--- src/rtl/spi_reg_pkg.sv ---
// Shared constants and types for the SPI register-access slave.
package spi_reg_pkg;

    localparam logic [1:0] CMD_WR = 2'b10;
    localparam logic [1:0] CMD_RD = 2'b01;

    localparam int FRAME_LEN     = 15;
    localparam int ADDR_LAST_BIT = 5;
    localparam int PAD_BIT       = 6;

    // Bit positions of the pins inside the synchronizer vectors
    localparam int PIN_SCK  = 2;
    localparam int PIN_CSN  = 1;
    localparam int PIN_MOSI = 0;

    typedef enum logic [0:0] {
        ST_WAIT_CSN = 1'b0,
        ST_SHIFT    = 1'b1
    } spi_state_e;

endpackage

--- src/rtl/spi_pin_sync.sv ---
// Two-flop synchronizers for SCK/CSN/MOSI plus a registered SCK-rise pulse.
// CSN and MOSI get one extra stage so they line up with the rise pulse.
module spi_pin_sync
    import spi_reg_pkg::*;
(
    input  logic clk,
    input  logic rst_slave,
    input  logic spi_clk,
    input  logic spi_csn,
    input  logic spi_mosi,
    output logic sck_rise,
    output logic csn_s,
    output logic mosi_s
);

    logic [2:0] meta_q, meta_d;
    logic [2:0] sync_q, sync_d;
    logic [2:0] dly_q,  dly_d;
    logic       rise_q, rise_d;

    always_comb begin
        meta_d = {spi_clk, spi_csn, spi_mosi};
        sync_d = meta_q;
        dly_d  = sync_q;
        rise_d = sync_q[PIN_SCK] & ~dly_q[PIN_SCK];
    end

    always_ff @(posedge clk or posedge rst_slave) begin
        if (rst_slave) begin
            meta_q <= '0;
            sync_q <= '0;
            dly_q  <= '0;
            rise_q <= 1'b0;
        end else begin
            meta_q <= meta_d;
            sync_q <= sync_d;
            dly_q  <= dly_d;
            rise_q <= rise_d;
        end
    end

    assign sck_rise = rise_q;
    assign csn_s    = dly_q[PIN_CSN];
    assign mosi_s   = dly_q[PIN_MOSI];

endmodule

--- src/rtl/spi_reg_slave.sv ---
// SPI (mode 0) to parallel register-bus bridge; every pin is oversampled in clk.
//
//   state       | meaning
//   ------------+-----------------------------------------------------------
//   ST_WAIT_CSN | after reset or a completed frame: ignore SCK until CSN high
//   ST_SHIFT    | armed; SCK rises shift MOSI in while CSN is low
module spi_reg_slave
    import spi_reg_pkg::*;
#(
    parameter int DW  = 8,
    parameter int AW  = 6,
    parameter int CNT = 6
)
(
    input  logic          clk,
    input  logic          rst_slave,
    input  logic [DW-1:0] rdata,
    input  logic          rvalid,
    output logic          ren,
    output logic [DW-1:0] wdata,
    output logic          wen,
    output logic [AW-3:0] addr,
    input  logic          spi_clk,
    input  logic          spi_csn,
    input  logic          spi_mosi,
    output logic          spi_miso
);

    localparam int FL = AW + 1 + DW;
    localparam logic [CNT-1:0] C_ADDR_LAST = CNT'(ADDR_LAST_BIT);
    localparam logic [CNT-1:0] C_PAD       = CNT'(PAD_BIT);
    localparam logic [CNT-1:0] C_LAST      = CNT'(FRAME_LEN - 1);

    logic sck_rise;
    logic csn_s;
    logic mosi_s;

    spi_pin_sync u_pin_sync (
        .clk       (clk),
        .rst_slave (rst_slave),
        .spi_clk   (spi_clk),
        .spi_csn   (spi_csn),
        .spi_mosi  (spi_mosi),
        .sck_rise  (sck_rise),
        .csn_s     (csn_s),
        .mosi_s    (mosi_s)
    );

    spi_state_e    st_q,    st_d;
    logic [CNT-1:0] cnt_q,  cnt_d;
    logic [FL-2:0] rx_q,    rx_d;
    logic [FL-2:0] rx_sh;
    logic [DW-1:0] tx_q,    tx_d;
    logic [DW-1:0] wdata_q, wdata_d;
    logic [AW-3:0] addr_q,  addr_d;
    logic          ren_q,   ren_d;
    logic          wen_q,   wen_d;
    logic          miso_q,  miso_d;

    // rx holds one bit less than a frame: the final bit is taken from rx_sh
    always_comb begin
        rx_sh   = {rx_q[FL-3:0], mosi_s};
        st_d    = st_q;
        cnt_d   = cnt_q;
        rx_d    = rx_q;
        tx_d    = tx_q;
        addr_d  = addr_q;
        wdata_d = wdata_q;
        ren_d   = 1'b0;
        wen_d   = 1'b0;
        miso_d  = miso_q;

        if (csn_s) begin
            st_d   = ST_SHIFT;
            cnt_d  = '0;
            rx_d   = '0;
            tx_d   = '0;
            miso_d = 1'b0;
        end else begin
            if (rvalid) begin
                tx_d = rdata;
            end
            if (sck_rise && st_q == ST_SHIFT) begin
                rx_d  = rx_sh;
                cnt_d = cnt_q + CNT'(1);

                if (cnt_q == C_ADDR_LAST) begin
                    addr_d = rx_sh[AW-3:0];
                    ren_d  = (rx_sh[AW-1 -: 2] == CMD_RD);
                end

                if (cnt_q >= C_PAD && cnt_q < C_LAST) begin
                    miso_d = tx_q[DW-1];
                    tx_d   = {tx_q[DW-2:0], 1'b0};
                end

                // Frame complete: extra rises are dropped until CSN deasserts
                if (cnt_q == C_LAST) begin
                    st_d   = ST_WAIT_CSN;
                    cnt_d  = '0;
                    tx_d   = '0;
                    miso_d = 1'b0;
                    if (rx_q[FL-2 -: 2] == CMD_WR) begin
                        wdata_d = rx_sh[DW-1:0];
                        wen_d   = 1'b1;
                    end
                end
            end
        end
    end

    always_ff @(posedge clk or posedge rst_slave) begin
        if (rst_slave) begin
            st_q    <= ST_WAIT_CSN;
            cnt_q   <= '0;
            rx_q    <= '0;
            tx_q    <= '0;
            addr_q  <= '0;
            wdata_q <= '0;
            ren_q   <= 1'b0;
            wen_q   <= 1'b0;
            miso_q  <= 1'b0;
        end else begin
            st_q    <= st_d;
            cnt_q   <= cnt_d;
            rx_q    <= rx_d;
            tx_q    <= tx_d;
            addr_q  <= addr_d;
            wdata_q <= wdata_d;
            ren_q   <= ren_d;
            wen_q   <= wen_d;
            miso_q  <= miso_d;
        end
    end

    assign ren      = ren_q;
    assign wen      = wen_q;
    assign wdata    = wdata_q;
    assign addr     = addr_q;
    assign spi_miso = miso_q;

endmodule

--- config.mk ---
export PLATFORM = sky130hd
export DESIGN_NAME = spi_reg_slave
export DESIGN_NICKNAME = d
export VERILOG_FILES = /design/src/rtl/spi_reg_pkg.sv /design/src/rtl/spi_pin_sync.sv /design/src/rtl/spi_reg_slave.sv
export SDC_FILE = /design/constraint.sdc
export NUM_CORES = 1
export LEC_CHECK = 0
export CAP_MARGIN = 20
export CELL_PAD_IN_SITES_DETAIL_PLACEMENT = 0
export CELL_PAD_IN_SITES_GLOBAL_PLACEMENT = 1
export CORE_MARGIN = 5
export CORE_UTILIZATION = 45
export CTS_BUF_LIST = sky130_fd_sc_hd__clkbuf_4
export CTS_CLUSTER_SIZE = 30
export DETAILED_ROUTE_END_ITERATION = 7
export HOLD_SLACK_MARGIN = 0.1
export PLACE_DENSITY = 0.89
export REMOVE_ABC_BUFFERS = 1
export SLEW_MARGIN = 20
export SYNTH_ARGS = -nofsm -noshare
export SYNTH_HDL_FRONTEND = slang
export SYNTH_SLANG_ARGS = --single-unit
--- constraint.sdc ---
create_clock -name clk -period 2.4 [get_ports clk]
set_input_delay 0.48 -clock clk [delete_from_list [all_inputs] [get_ports clk]]
set_output_delay 0.48 -clock clk [all_outputs]
set_load 0.05 [all_outputs]
==> results <==
- In this run the most critical hold path is launched from u_pin_sync.meta_q[2].
- The fraction of final layout cells sized beyond drive strength 1 is 0.157.
- In this run the power spent charging and discharging nets is 354 uW.
- The number of hold-repair buffers added at the cts stage is 0.
- The number of I/O pins is 29.
- The maximum fanout along the worst path is 2.
- In the finished design, the share of the clock period the worst path needs comes to 0.863.
- The proportion of power drawn by combinational gates is 0.070.
- Between clock sinks in the finished design, the worst skew comes to 17.2 ps.
- The switching power share of the total is 0.228.
- The detailed-route via count is 1574.
- The number of synthesis warnings is 0.
- In the global route stage, overall resource usage came out at 0.151.
- The maximum achievable frequency is 483 MHz.
- By area the synthesized netlist is led by dfrtp_1 59%, mux2_2 9.4%, nand2_1 7.1%, a21oi_1 3.7%, o32ai_1 3.1%.
- The count of nets left with antenna violations after detail routing is 0.
- Of all flip-flops after synthesis, the portion carrying an async set or reset was 1.00.
- After routing, the total negative slack on setup checks comes to 0 ps.
- The clock tree synthesis step divided the H-tree into 2 levels.
- Dividing the detail-routed wire length by the instance count gives 14.2 microns.
- The overall die width is 81.2 microns.
- The prevailing post-synth register cell is dfrtp_1.
- The fraction of power consumed by sequential logic is 0.607.
- For this design the ratio of total power to cell area is 567 mW/mm^2.
- The final-layout fill cell count is 445.
- The number of iterations in the first detailed-routing pass is 4.
- The number of design-rule violations left by the first detailed-router iteration is 94.
- In this run the worst setup path begins at wdata[3].
- The worst stage delay on the critical path is 820 ps.
- Entering global routing, the biggest net connects 55 pins.
- The required time of the worst setup path is 1920 ps.
- The launch point of the worst reg-to-reg path is cnt_q[0].
- The multi-input combinational cell area is 836 sq um.
- In the final layout, flip-flops and latches occupy 0.00135 sq mm.
- The antenna diode count is 0.
- The startpoint type of the worst setup path is a flop.
- The congestion estimate from routability-driven global placement came to 0.851.
- The final-stage net count is 251.
- Dividing the synthesized area by the synthesized cell count gives 11.2 sq um.
- The number of buffers and inverters on the critical path is 1.
- The worst voltage drop across the vdd grid is 0.386 mV.
- Counting flops with a built-in enable in the synthesized netlist gives 0.
- The clock tree from TritonCTS is yes.
- The share of total power dissipated in the clock network is 0.323.
- During placement, the flow inserted port buffers numbering 28.
- Post-CTS timing repair inserted 0 buffers for setup.
- The clock edge transition at the registers on the reported setup and hold paths is 160 ps.
- The kind of end point of the critical path is a primary output.
- The uppermost layer routed is met4.
- The number of synthesized register bits is 54.
- The final layout contains routed wiring with a total length of 4300 microns.
- Detailed routing placed a total of 1980 microns of wire on met2.
- The critical path goes through clkdlybuf4s50_1.
- The die area is 0.00659 sq mm.
- Broken down by cell family, the worst path's largest delay share belongs to buffers and inverters.
- Global routing finished with a remaining overflow of 0.
- Ranked by instance count, the synthesized netlist is headed by 54 x dfrtp_1, 43 x nand2_1, 19 x mux2_2.
- The synthesized area is 0.00228 sq mm.
- Post-CTS repair changed the size of 0 cells.
- The tightest min-delay check is of the reg -> reg type.
- The detailed-routed wire length on met3 is 218 microns.
- Max-cap violations in this run came to 0.
- The die is 81.2 microns tall.
- The number of clock sinks is 54.
- Setup violations remaining at the end of the flow were counted as 0.
- For the worst setup path, the data arrival time is 1590 ps.
- Yosys instantiated no cell more often than dfrtp_1.
- Summed over all cells, the static leakage comes to 1.16 nW.
- The share of synthesized area in the top cell type comes to 0.593.
- Headroom to the max-slew limit came out at 0.576.
- The clock insertion delay at the later pin of the skew report is 370 ps.
- The buffer levels on the longest clock path is 2.
- Setup repair after global routing left no endpoint under its margin.
- The shortest clock period the worst path allows after layout is 2070 ps.
- The count of mapped cells out of synthesis is 204.
- The slowest stage of the critical path belongs to the cell clkdlybuf4s50_1.
- Detailed placement finished with a half-perimeter wire length of 2910 microns.
- The cell sitting at the root of the clock tree is a clkbuf_4.
- The via count of the first global-routing pass came to 1639.
- The initial utilization of the core area, before any placement, comes to 0.473.
- The number of placed instances with taps included is 294.
- Power comes to 1.55 mW.
- The region available for standard cell placement spans 0.00482 sq mm.
- The via density per instance is 5.21.
- The detailed router put a total of 2060 microns of wire on met1.
- The number of non-filler instances in the completed layout is 302.
- The number of hold-slack violations in the final timing report came to 0.
- In the routed design, unresolved DRC markers number 0.
- Synthesis instantiated 36 different standard cells from the library.
- The post-synthesis to final-layout area growth is 20.2%.
- For the pin with the worst max-slew slack, the measured transition is 632 ps.
- The wire length of the first global-routing pass is 7710 microns.
- The run finished with clean final reports.
- The standard-cell row count is 25.
- Of the synthesized area, sequential elements account for 0.593.
- The number of antenna violations at the first check in global routing is 0.
- The largest total area in the synthesized netlist belongs to dfrtp_1.
- The critical setup path kind is reg -> out.
- The internal power of the cells totals 1.20 mW.
- The final max-slew violation count came to 0.
- The final core area utilization is 0.568.
- The number of buffers inserted during clock tree synthesis is 5.
==> power by group through the flow <==
stage	Combinational, mW	Sequential (mW)	Clock (mW)
floorplan	0.0568	0.959	0
global placement	0.109	0.958	0
detailed placement	0.110	0.959	0
CTS	0.110	0.942	0.523
global route	0.123	0.945	0.564
finish	0.108	0.942	0.502
==> registers in the layout, indices dropped and copies added (netlist names) <==
name	count
ren	1
wen	1
u_pin_sync.dly_q	3
wdata	8
st_q	1
u_pin_sync.sck_rise	1
u_pin_sync.dly_d	3
u_pin_sync.meta_q	3
addr	4
tx_q	8
cnt_q	6
spi_miso	1
rx_q	14
==> placed cells by master (no fill, tap or decap), types with 2 or more instances in the layout <==
master,Yosys,routed
clkdlybuf4s50_1,0,28
clkbuf_4,0,5
nor2_1,2,2
o32ai_1,8,8
mux2_2,19,19
nand3_1,5,5
dfrtp_1,54,54
o311ai_0,2,2
nand2_1,43,43
nor3_1,2,2
a21o_1,2,2
buf_4,0,5
o21ai_0,3,3
a21oi_1,17,17
inv_1,13,12
ha_1,3,3
==> stage by stage <==
stage / instance area [sq um] / worst slack [ps] / hold slack (ps)
final: 2740 / 329 / 366
after global routing: 2740 / 240 / 376
after CTS: 2740 / 296 / 369
after detailed placement: 2660 / 410 / 335
after global placement: 2660 / 514 / 332
after floorplan: 2240 / 605 / 331
==> area by class of cell <==
class                   count  area share
clock inverters             3      0.0155
clock buffers               5      0.0137
flip-flops and latches     54       0.494
multi-input cells         126       0.305
inverters                  13      0.0178
well taps                  67      0.0306
repair buffers             34       0.123
==> worst paths after layout <==
check / to / slack [ps] / cells after the start
setup / recovery: wdata[3] / 330 / 1
hold / removal: u_pin_sync.dly_d[2] / 370 / 0
setup reg to reg: wdata[5] / 420 / 3
hold reg to reg: u_pin_sync.dly_d[2] / 370 / 0
max in group asynchronous: spi_miso / 1690 / 3
min in group asynchronous: tx_q[3] / 450 / 3
==> cell families (layout without fill, tap and decap cells) <==
family	Yosys count	count (layout)	synth area share
flops	54	54	0.593
compound gates	38	38	0.114
fa+ha+maj	3	3	0.0165
simple gates	65	65	0.138
mux	20	20	0.0983
buf+inv	24	55	0.0401
==> metal layers <==
layer / vias to the layer above / GRT usage
li1: 760 / -
met1: 769 / 0.200
met2: 40 / 0.248
met3: 5 / 0.0388
met4: 0 / 0.0355
met5: - / 0
Power figures use the tool's default switching activity.
